**src/rtl/gamma_pixel_packer.sv**
```systemverilog
// Packs the R,G,B gamma-corrected sample stream into 24-bit pixels and queues
// them in a first-word-fall-through FIFO with sticky overflow / sync-error flags.
module gamma_pixel_packer #(
  parameter int DEPTH   = 4,
  parameter int LEVEL_W = 3
) (
  input  logic               iCLK,
  input  logic               iRST_N,
  input  logic               iVALID,
  input  logic               iSOF,
  input  logic [7:0]         iDATA,
  output logic [23:0]        oPIXEL,
  output logic               oVALID,
  input  logic               iREADY,
  output logic               oSOF,
  output logic [LEVEL_W-1:0] oLEVEL,
  output logic               oOVERFLOW,
  output logic               oSYNC_ERR,
  input  logic               iCLR_ERR
);

  localparam int AW = (DEPTH > 1) ? $clog2(DEPTH) : 1;

  typedef enum logic [1:0] {
    CH_R = 2'd0,
    CH_G = 2'd1,
    CH_B = 2'd2
  } ch_t;

  ch_t               r_ch;
  ch_t               w_ch_nxt;
  logic              r_v_d;
  logic              r_sof_d;
  logic [7:0]        r_red;
  logic [7:0]        r_grn;
  logic              r_pix_sof;
  logic [24:0]       r_mem [DEPTH];
  logic [AW-1:0]     r_wr_ptr;
  logic [AW-1:0]     r_rd_ptr;
  logic [LEVEL_W-1:0] r_level;
  logic              r_ovf;
  logic              r_serr;

  logic              w_cap_r;
  logic              w_cap_g;
  logic              w_push;
  logic              w_sync_set;
  logic              w_pop;
  logic              w_full;
  logic              w_acc;
  logic              w_drop;
  logic [24:0]       w_pixel;
  logic [24:0]       w_head;

  // Valid/SOF delayed one clock so they line up with the registered LUT data
  always_ff @(posedge iCLK or negedge iRST_N) begin
    if (!iRST_N) begin
      r_v_d   <= 1'b0;
      r_sof_d <= 1'b0;
    end else begin
      r_v_d   <= iVALID;
      r_sof_d <= iSOF;
    end
  end

  // Channel state register
  always_ff @(posedge iCLK or negedge iRST_N) begin
    if (!iRST_N) begin
      r_ch <= CH_R;
    end else begin
      r_ch <= w_ch_nxt;
    end
  end

  // Channel sequencing; an SOF sample always restarts the pixel as R
  always_comb begin
    w_ch_nxt   = r_ch;
    w_cap_r    = 1'b0;
    w_cap_g    = 1'b0;
    w_push     = 1'b0;
    w_sync_set = 1'b0;
    if (r_v_d) begin
      if (r_sof_d) begin
        w_cap_r    = 1'b1;
        w_ch_nxt   = CH_G;
        w_sync_set = (r_ch != CH_R);
      end else begin
        case (r_ch)
          CH_R: begin
            w_cap_r  = 1'b1;
            w_ch_nxt = CH_G;
          end
          CH_G: begin
            w_cap_g  = 1'b1;
            w_ch_nxt = CH_B;
          end
          CH_B: begin
            w_push   = 1'b1;
            w_ch_nxt = CH_R;
          end
          default: begin
            w_ch_nxt = CH_R;
          end
        endcase
      end
    end else begin
      w_ch_nxt = r_ch;
    end
  end

  // Partial pixel holding registers
  always_ff @(posedge iCLK or negedge iRST_N) begin
    if (!iRST_N) begin
      r_red     <= 8'd0;
      r_grn     <= 8'd0;
      r_pix_sof <= 1'b0;
    end else begin
      if (w_cap_r) begin
        r_red     <= iDATA;
        r_pix_sof <= r_sof_d;
      end
      if (w_cap_g) begin
        r_grn <= iDATA;
      end
    end
  end

  assign w_pixel = {r_pix_sof, r_red, r_grn, iDATA};
  assign w_pop   = oVALID && iREADY;
  assign w_full  = (r_level == LEVEL_W'(DEPTH));
  // A full FIFO still takes a pixel when its head leaves on the same edge
  assign w_acc   = w_push && (!w_full || w_pop);
  assign w_drop  = w_push && !w_acc;

  // FIFO storage and pointers
  always_ff @(posedge iCLK or negedge iRST_N) begin
    if (!iRST_N) begin
      for (int i = 0; i < DEPTH; i++) begin
        r_mem[i] <= 25'd0;
      end
      r_wr_ptr <= '0;
      r_rd_ptr <= '0;
    end else begin
      if (w_acc) begin
        r_mem[r_wr_ptr] <= w_pixel;
        r_wr_ptr        <= r_wr_ptr + AW'(1);
      end
      if (w_pop) begin
        r_rd_ptr <= r_rd_ptr + AW'(1);
      end
    end
  end

  // Occupancy counter
  always_ff @(posedge iCLK or negedge iRST_N) begin
    if (!iRST_N) begin
      r_level <= '0;
    end else begin
      case ({w_acc, w_pop})
        2'b10:   r_level <= r_level + LEVEL_W'(1);
        2'b01:   r_level <= r_level - LEVEL_W'(1);
        default: r_level <= r_level;
      endcase
    end
  end

  // Sticky error flags; a new error beats a clear in the same cycle
  always_ff @(posedge iCLK or negedge iRST_N) begin
    if (!iRST_N) begin
      r_ovf  <= 1'b0;
      r_serr <= 1'b0;
    end else begin
      r_ovf  <= w_drop     | (r_ovf  & ~iCLR_ERR);
      r_serr <= w_sync_set | (r_serr & ~iCLR_ERR);
    end
  end

  assign w_head    = r_mem[r_rd_ptr];
  assign oVALID    = (r_level != '0);
  assign oPIXEL    = w_head[23:0];
  assign oSOF      = oVALID & w_head[24];
  assign oLEVEL    = r_level;
  assign oOVERFLOW = r_ovf;
  assign oSYNC_ERR = r_serr;

endmodule

```
**config.mk**
```make
export PLATFORM = sky130hd
export DESIGN_NAME = gamma_pixel_packer
export DESIGN_NICKNAME = d
export VERILOG_FILES = /design/src/rtl/gamma_pixel_packer.sv
export SDC_FILE = /design/constraint.sdc
export NUM_CORES = 1
export LEC_CHECK = 0
export BUFFER_PORTS_ARGS = -buffer_cell sky130_fd_sc_hd__clkbuf_2
export CORE_MARGIN = 10
export CORE_UTILIZATION = 55
export CTS_CLUSTER_SIZE = 12
export DETAILED_ROUTE_END_ITERATION = 12
export PLACE_DENSITY = 0.74
export SETUP_SLACK_MARGIN = 0.4
export SYNTH_ARGS = -nofsm -noshare
export SYNTH_HDL_FRONTEND = slang
export SYNTH_SLANG_ARGS = --single-unit
```
**constraint.sdc**
```tcl
create_clock -name iCLK -period 2.7 [get_ports iCLK]
set_input_delay 0.27 -clock iCLK [delete_from_list [all_inputs] [get_ports iCLK]]
set_output_delay 0.27 -clock iCLK [all_outputs]
set_load 0.02 [all_outputs]
```
; Yosys cells after proc, flatten, opt, wreduce, memory -nomap -nowiden
; Index checks and enable logic that the tools add are counted.
[totals]
register_bits = 130
in_bits = 14
output_inout_bits = 31
elab_cells = 66
[classes]
add_sub_neg = 4
magnitude_cmp = 3
n_eq_ne = 5
mux = 20
bitwise = 8
n_reduce_logical = 11
[ops]
columns = operator, count
row1 = $bwmux W100, 1
row2 = $mux W25, 3
row3 = $bmux W25 S2, 1
row4 = $demux W25 S2, 1
row5 = $mux W1, 11
row6 = $ge A3 B3 Y1 const B, 2
row7 = $not A2 Y3, 2
row8 = $pmux W3 S2, 1
row9 = $add A2 B1 Y2 const B, 2
row10 = $eq A2 B1 Y1 const B, 2
row11 = $eq A2 B2 Y1 const B, 2
row12 = $logic_and A1 B1 Y1, 4
row13 = $pmux W2 S2, 1
row14 = $reduce_bool A2 Y1, 2
row15 = $add A3 B1 Y3 const B, 1
row16 = $and A1 B1 Y1, 3
row17 = $eq A3 B3 Y1 const B, 1
row18 = $lt A3 B1 Y1 const B, 1
row19 = $reduce_bool A3 Y1, 1
row20 = $sub A3 B1 Y3 const B, 1
row21 = $logic_not A1 Y1, 2
row22 = $logic_not A2 Y1, 1
row23 = $mux W2, 1
row24 = $or A1 B1 Y1, 2
row25 = 2 further kinds, 2

; Longest topological paths before layout
[depth]
word_depth = 8
depth_mapped = 9
mapped_depth_nobuf = 8

; Worst setup path before layout
; OpenSTA, ideal clock, no wires.
[synth_path]
path_type = flip-flop to flip-flop
from = reg r_level[0] (netlist: oLEVEL[0])
to = reg r_level[2] (netlist: oLEVEL[2])
setup_ns = 0.080
arrival_time_ns = 2.266
t_required_ns = 2.620
path_slack_ns = 0.354
stages_incl_launch_ff = 10
path_buffers = 1
period_less_slack_ns = 2.346
path_cell_list = dfrtp_1 > or4b_4 > buf_6 > nand2_1 > ha_1 > inv_1 > fa_1 > xor2_1 > nor2_1 > xor2_1
[synth_via]
elab_chain_len = 6
word_cells_on_any_way = 12
classes_between = add/sub (2) / eq/ne (3) / mux (1) / reduce/logical (6)
[synth_lines]
columns = element, line_no
row1 = "start, declared", 40  ; logic [LEVEL_W-1:0] r_level;
row2 = "start signal, assigned", 160  ; 2'b10: r_level <= r_level + LEVEL_W'(1);
row3 = "start signal, assigned", 161  ; 2'b01: r_level <= r_level - LEVEL_W'(1);
row4 = "start signal, assigned", 162  ; default: r_level <= r_level;
row5 = $eq A3 B3 Y1 / $reduce_bool A3 Y1 (equally long branches), "130, 179"
row6 = $logic_not A1 Y1 / $logic_and A1 B1 Y1 (equally long branches), "132, 129"
row7 = $logic_or A1 B1 Y1, 132  ; assign w_acc = w_push && (!w_full || w_pop);
row8 = $logic_and A1 B1 Y1, 132
row9 = $eq A2 B1 Y1 / $eq A2 B2 Y1 (equally long branches), 159  ; case ({w_acc, w_pop})
row10 = $pmux W3 S2 / $reduce_bool A2 Y1 (equally long branches), --
; Parallel ways exist; a longest one is shown, timed or not.
; A chain may end at the register's enable or synchronous reset.

; Worst setup path in the final report
; Ends and elaborated chain as after synthesis.

==> flow_summary_export.csv <==
group,metric,value,unit
sta,rsz0062_at_grt,"no",
global_routing,use_met2,23.9,%
place,dpl.hpwl,7.17,mm
sta,hold_viol_final,0,
synthesis,synth_seq_cells,130,
hold_path,hp-start,"iDATA[5]",
synthesis,post_synth_main_area_contributors,"dfrtp_1 54%, mux2_4 20%, mux4_2 9.3%",
run,max-cap-violations,0,
final_layout,antenna_cells,0,
clock_tree,clk-insertion-delay-late,520,ps
final_layout,drive_gt1_share,59.3,%
routing,wirelength,11.4,mm
power,worst_ir_drop_vdd,0.666,mV
global_routing,grt.busiest_layer,"met2",
worst_setup_path,r2r_slack,490,ps
hold_path,holdPathEnd,"r_mem[80]",
routing,drc,0,
routing,dr.first_iter.drc_count,173,
die,core_area,0.0108,mm2
hold_path,hold_class,"primary input to flip-flop",
global_routing,grt-ovfl-total,0,
sta,final_max_slew_viol_count,0,
sta,layout_min_cycle_time,2210,ps
synthesis,syn_area,0.00603,mm2
sta,fin_crit_sh,81.7,%
die,io_pins,45,
worst_setup_path,r2r_cells,8,
synthesis,ys.flop_type,"dfrtp_1",
clock_tree,root_buffer,"clkbuf_8",
place,place_inst,509,
routing,wl_per_cell,20.8,um
synthesis,synth_top_area_share,54.0,%
die,die_h,125,um
synthesis,yosys_warnings,0,
sta,setup_violations,0,
sta,relSlewSlack,59.1,%
routing,viasPerCell,5.48,
final_layout,finalNonFillerCells,548,
synthesis,synth_cell_types,30,
routing,via_count,3005,
place,place_congestion,0.714,
synthesis,ys_seq_area_share,54.0,%
worst_setup_path,crit_type,"flip-flop to flip-flop",
die,std_cell_rows,38,
power,powerDensity,999,mW/mm2
final_layout,synthToLayoutAreaGrowth,15.0,%
global_routing,use_met1,20.1,%
clock_tree,cts_sinks,130,
outcome,status,"completed",
hold_path,whs_path_depth,2,
synthesis,synthesis.nets,353,
clock_tree,clkTransAtPathRegs,60,ps
routing,antenna_left,0,
global_routing,grt_pass1_wl,19.2,mm
worst_setup_path,arrival,2650,ps
worst_setup_path,cp-start-kind,"flip-flop",
clock_tree,cts.path.max_buffers,2,
die,fp.dieArea,0.0155,mm2
worst_setup_path,cp-end-kind,"flip-flop",
global_routing,track_usage,15.6,%
worst_setup_path,r2r_start,"oLEVEL[0]",
synthesis,synth_top_area_cell,"dfrtp_1",
synthesis,syn_avg_cell_area,18.1,um2
global_routing,use_met3,5.49,%
die,floorplan.initialDensity,55.9,%
place,port_buffers,44,
sta,fmax,453,MHz
clock_tree,htree_num_levels,4,
global_routing,grt_pass1_vias,3443,
synthesis,async_flop_share,100,%
worst_setup_path,r2r_end,"oLEVEL[2]",
die,die_x,125,um
global_routing,antenna_found_initial,0,
worst_setup_path,required,3140,ps
synthesis,synth_edf_count,0,
final_layout,num-nets-final,417,
synthesis,syn_inst,333,
global_routing,grt_max_degree,46,
sta,final.setup.tns,0,ps
sta,finClkSkew,5.32,ps
routing,drtPass1Iterations,4,
worst_setup_path,crit_fanout,6,
clock_tree,tritoncts,"done",
final_layout,mostFrequentLayoutCell,"dfrtp_1",
power,p_leak,0.00353,uW
final_layout,final_cell_mix,"126 x dfrtp_1, 80 x mux2_4, 43 x clkbuf_2, 37 x mux2_2, 25 x mux4_2",
sta,tightest_slew,613,ps
clock_tree,cts_buffers,17,
worst max path at each step:
stage / end / from / slack [ps] / depth (start not counted)
finish: oLEVEL[2] / oLEVEL[0] / 490 / 8
global route: oLEVEL[2] / oLEVEL[0] / 400 / 8
CTS: oPIXEL[6] / r_rd_ptr[0] / 460 / 3
floorplan: oLEVEL[2] / oLEVEL[1] / 420 / 9
detailed placement: oLEVEL[2] / oLEVEL[1] / 350 / 8
global placement: oLEVEL[2] / oLEVEL[1] / 440 / 8
what timing repair did:
action,4_1_cts,5_1_grt
endpoints found under the hold margin,47,0
hold buffers,4,0
gates resized for setup,2,0
setup buffers,5,0
setup endpoints to repair,21,0
logic make-up (layout without fill, tap and decap cells):
| group | Yosys count | after routing | share of synthesized area [%] |
|---|---|---|---|
| muxes | 143 | 143 | 36.3 |
| DFF | 130 | 130 | 54.0 |
| buffers and inverters | 26 | 101 | 4.03 |
| and+or+nand+nor | 15 | 15 | 2.55 |
| AOI/OAI and AO/OA | 7 | 7 | 0.872 |
| adders and majority gates | 6 | 6 | 1.37 |
| xor gates and xnor gates | 6 | 6 | 0.872 |
cell type report:
type	instances	area, um2
tap	140	175
sequential	130	3260
inverter	10	37.5
clock buffer	25	494
timing repair buffer	61	398
fill	760	3860
multi-input combinational	177	2540
clock inverter	5	27.5
state kept, by name, summed over array words and instances, names as in the netlist:
name       cells
r_grn          8
r_sof_d        1
oLEVEL         3
oOVERFLOW      1
r_rd_ptr       2
oSYNC_ERR      1
r_v_d          1
r_pix_sof      1
r_ch           2
r_wr_ptr       2
r_red          8
r_mem        100
per-layer routing:
metal / vias up / part of all wire [%]
met5: - / 0
met3: 14 / 3.8
met1: 1595 / 46
li1: 1344 / -
met4: 0 / 1.3
met2: 52 / 49
synthesized netlist by cell type (2+ instances only):
cell type / n
nand3_4: 4
xnor2_1: 3
inv_1: 10
dfrtp_1: 130
mux2_4: 80
xor2_1: 3
mux4_2: 25
buf_12: 8
clkbuf_1: 2
mux2_2: 37
nand2_1: 4
o22ai_1: 2
nor2_1: 2
ha_1: 5
buf_2: 3
critical path: stages (launching register included):
cell	delay (ps)
dfrtp_2	440
or4b_4	540
nand2_2	120
ha_2	190
inv_1	50
fa_1	370
xor2_1	160
nor2_1	110
xor2_1	160
per-stage QoR:
step	hold WS (ps)	power (uW)	worst slack, ps	instance area [um2]	utilization, %
3_5_place_dp	330	4920	346	6330	58.6
5_1_grt	73.0	7290	405	6930	64.2
4_1_cts	68.4	7010	464	6930	64.2
6_report	89.0	6920	495	6930	64.2
3_3_place_gp	320	4830	444	6330	58.6
2_1_floorplan	-25.6	4280	417	6040	-
report_power, final:
part / internal (uW) / switching [uW]
registers: 2450 / 405
logic: 1180 / 877
clock network: 1230 / 776
(Power assumes the default switching activity.)
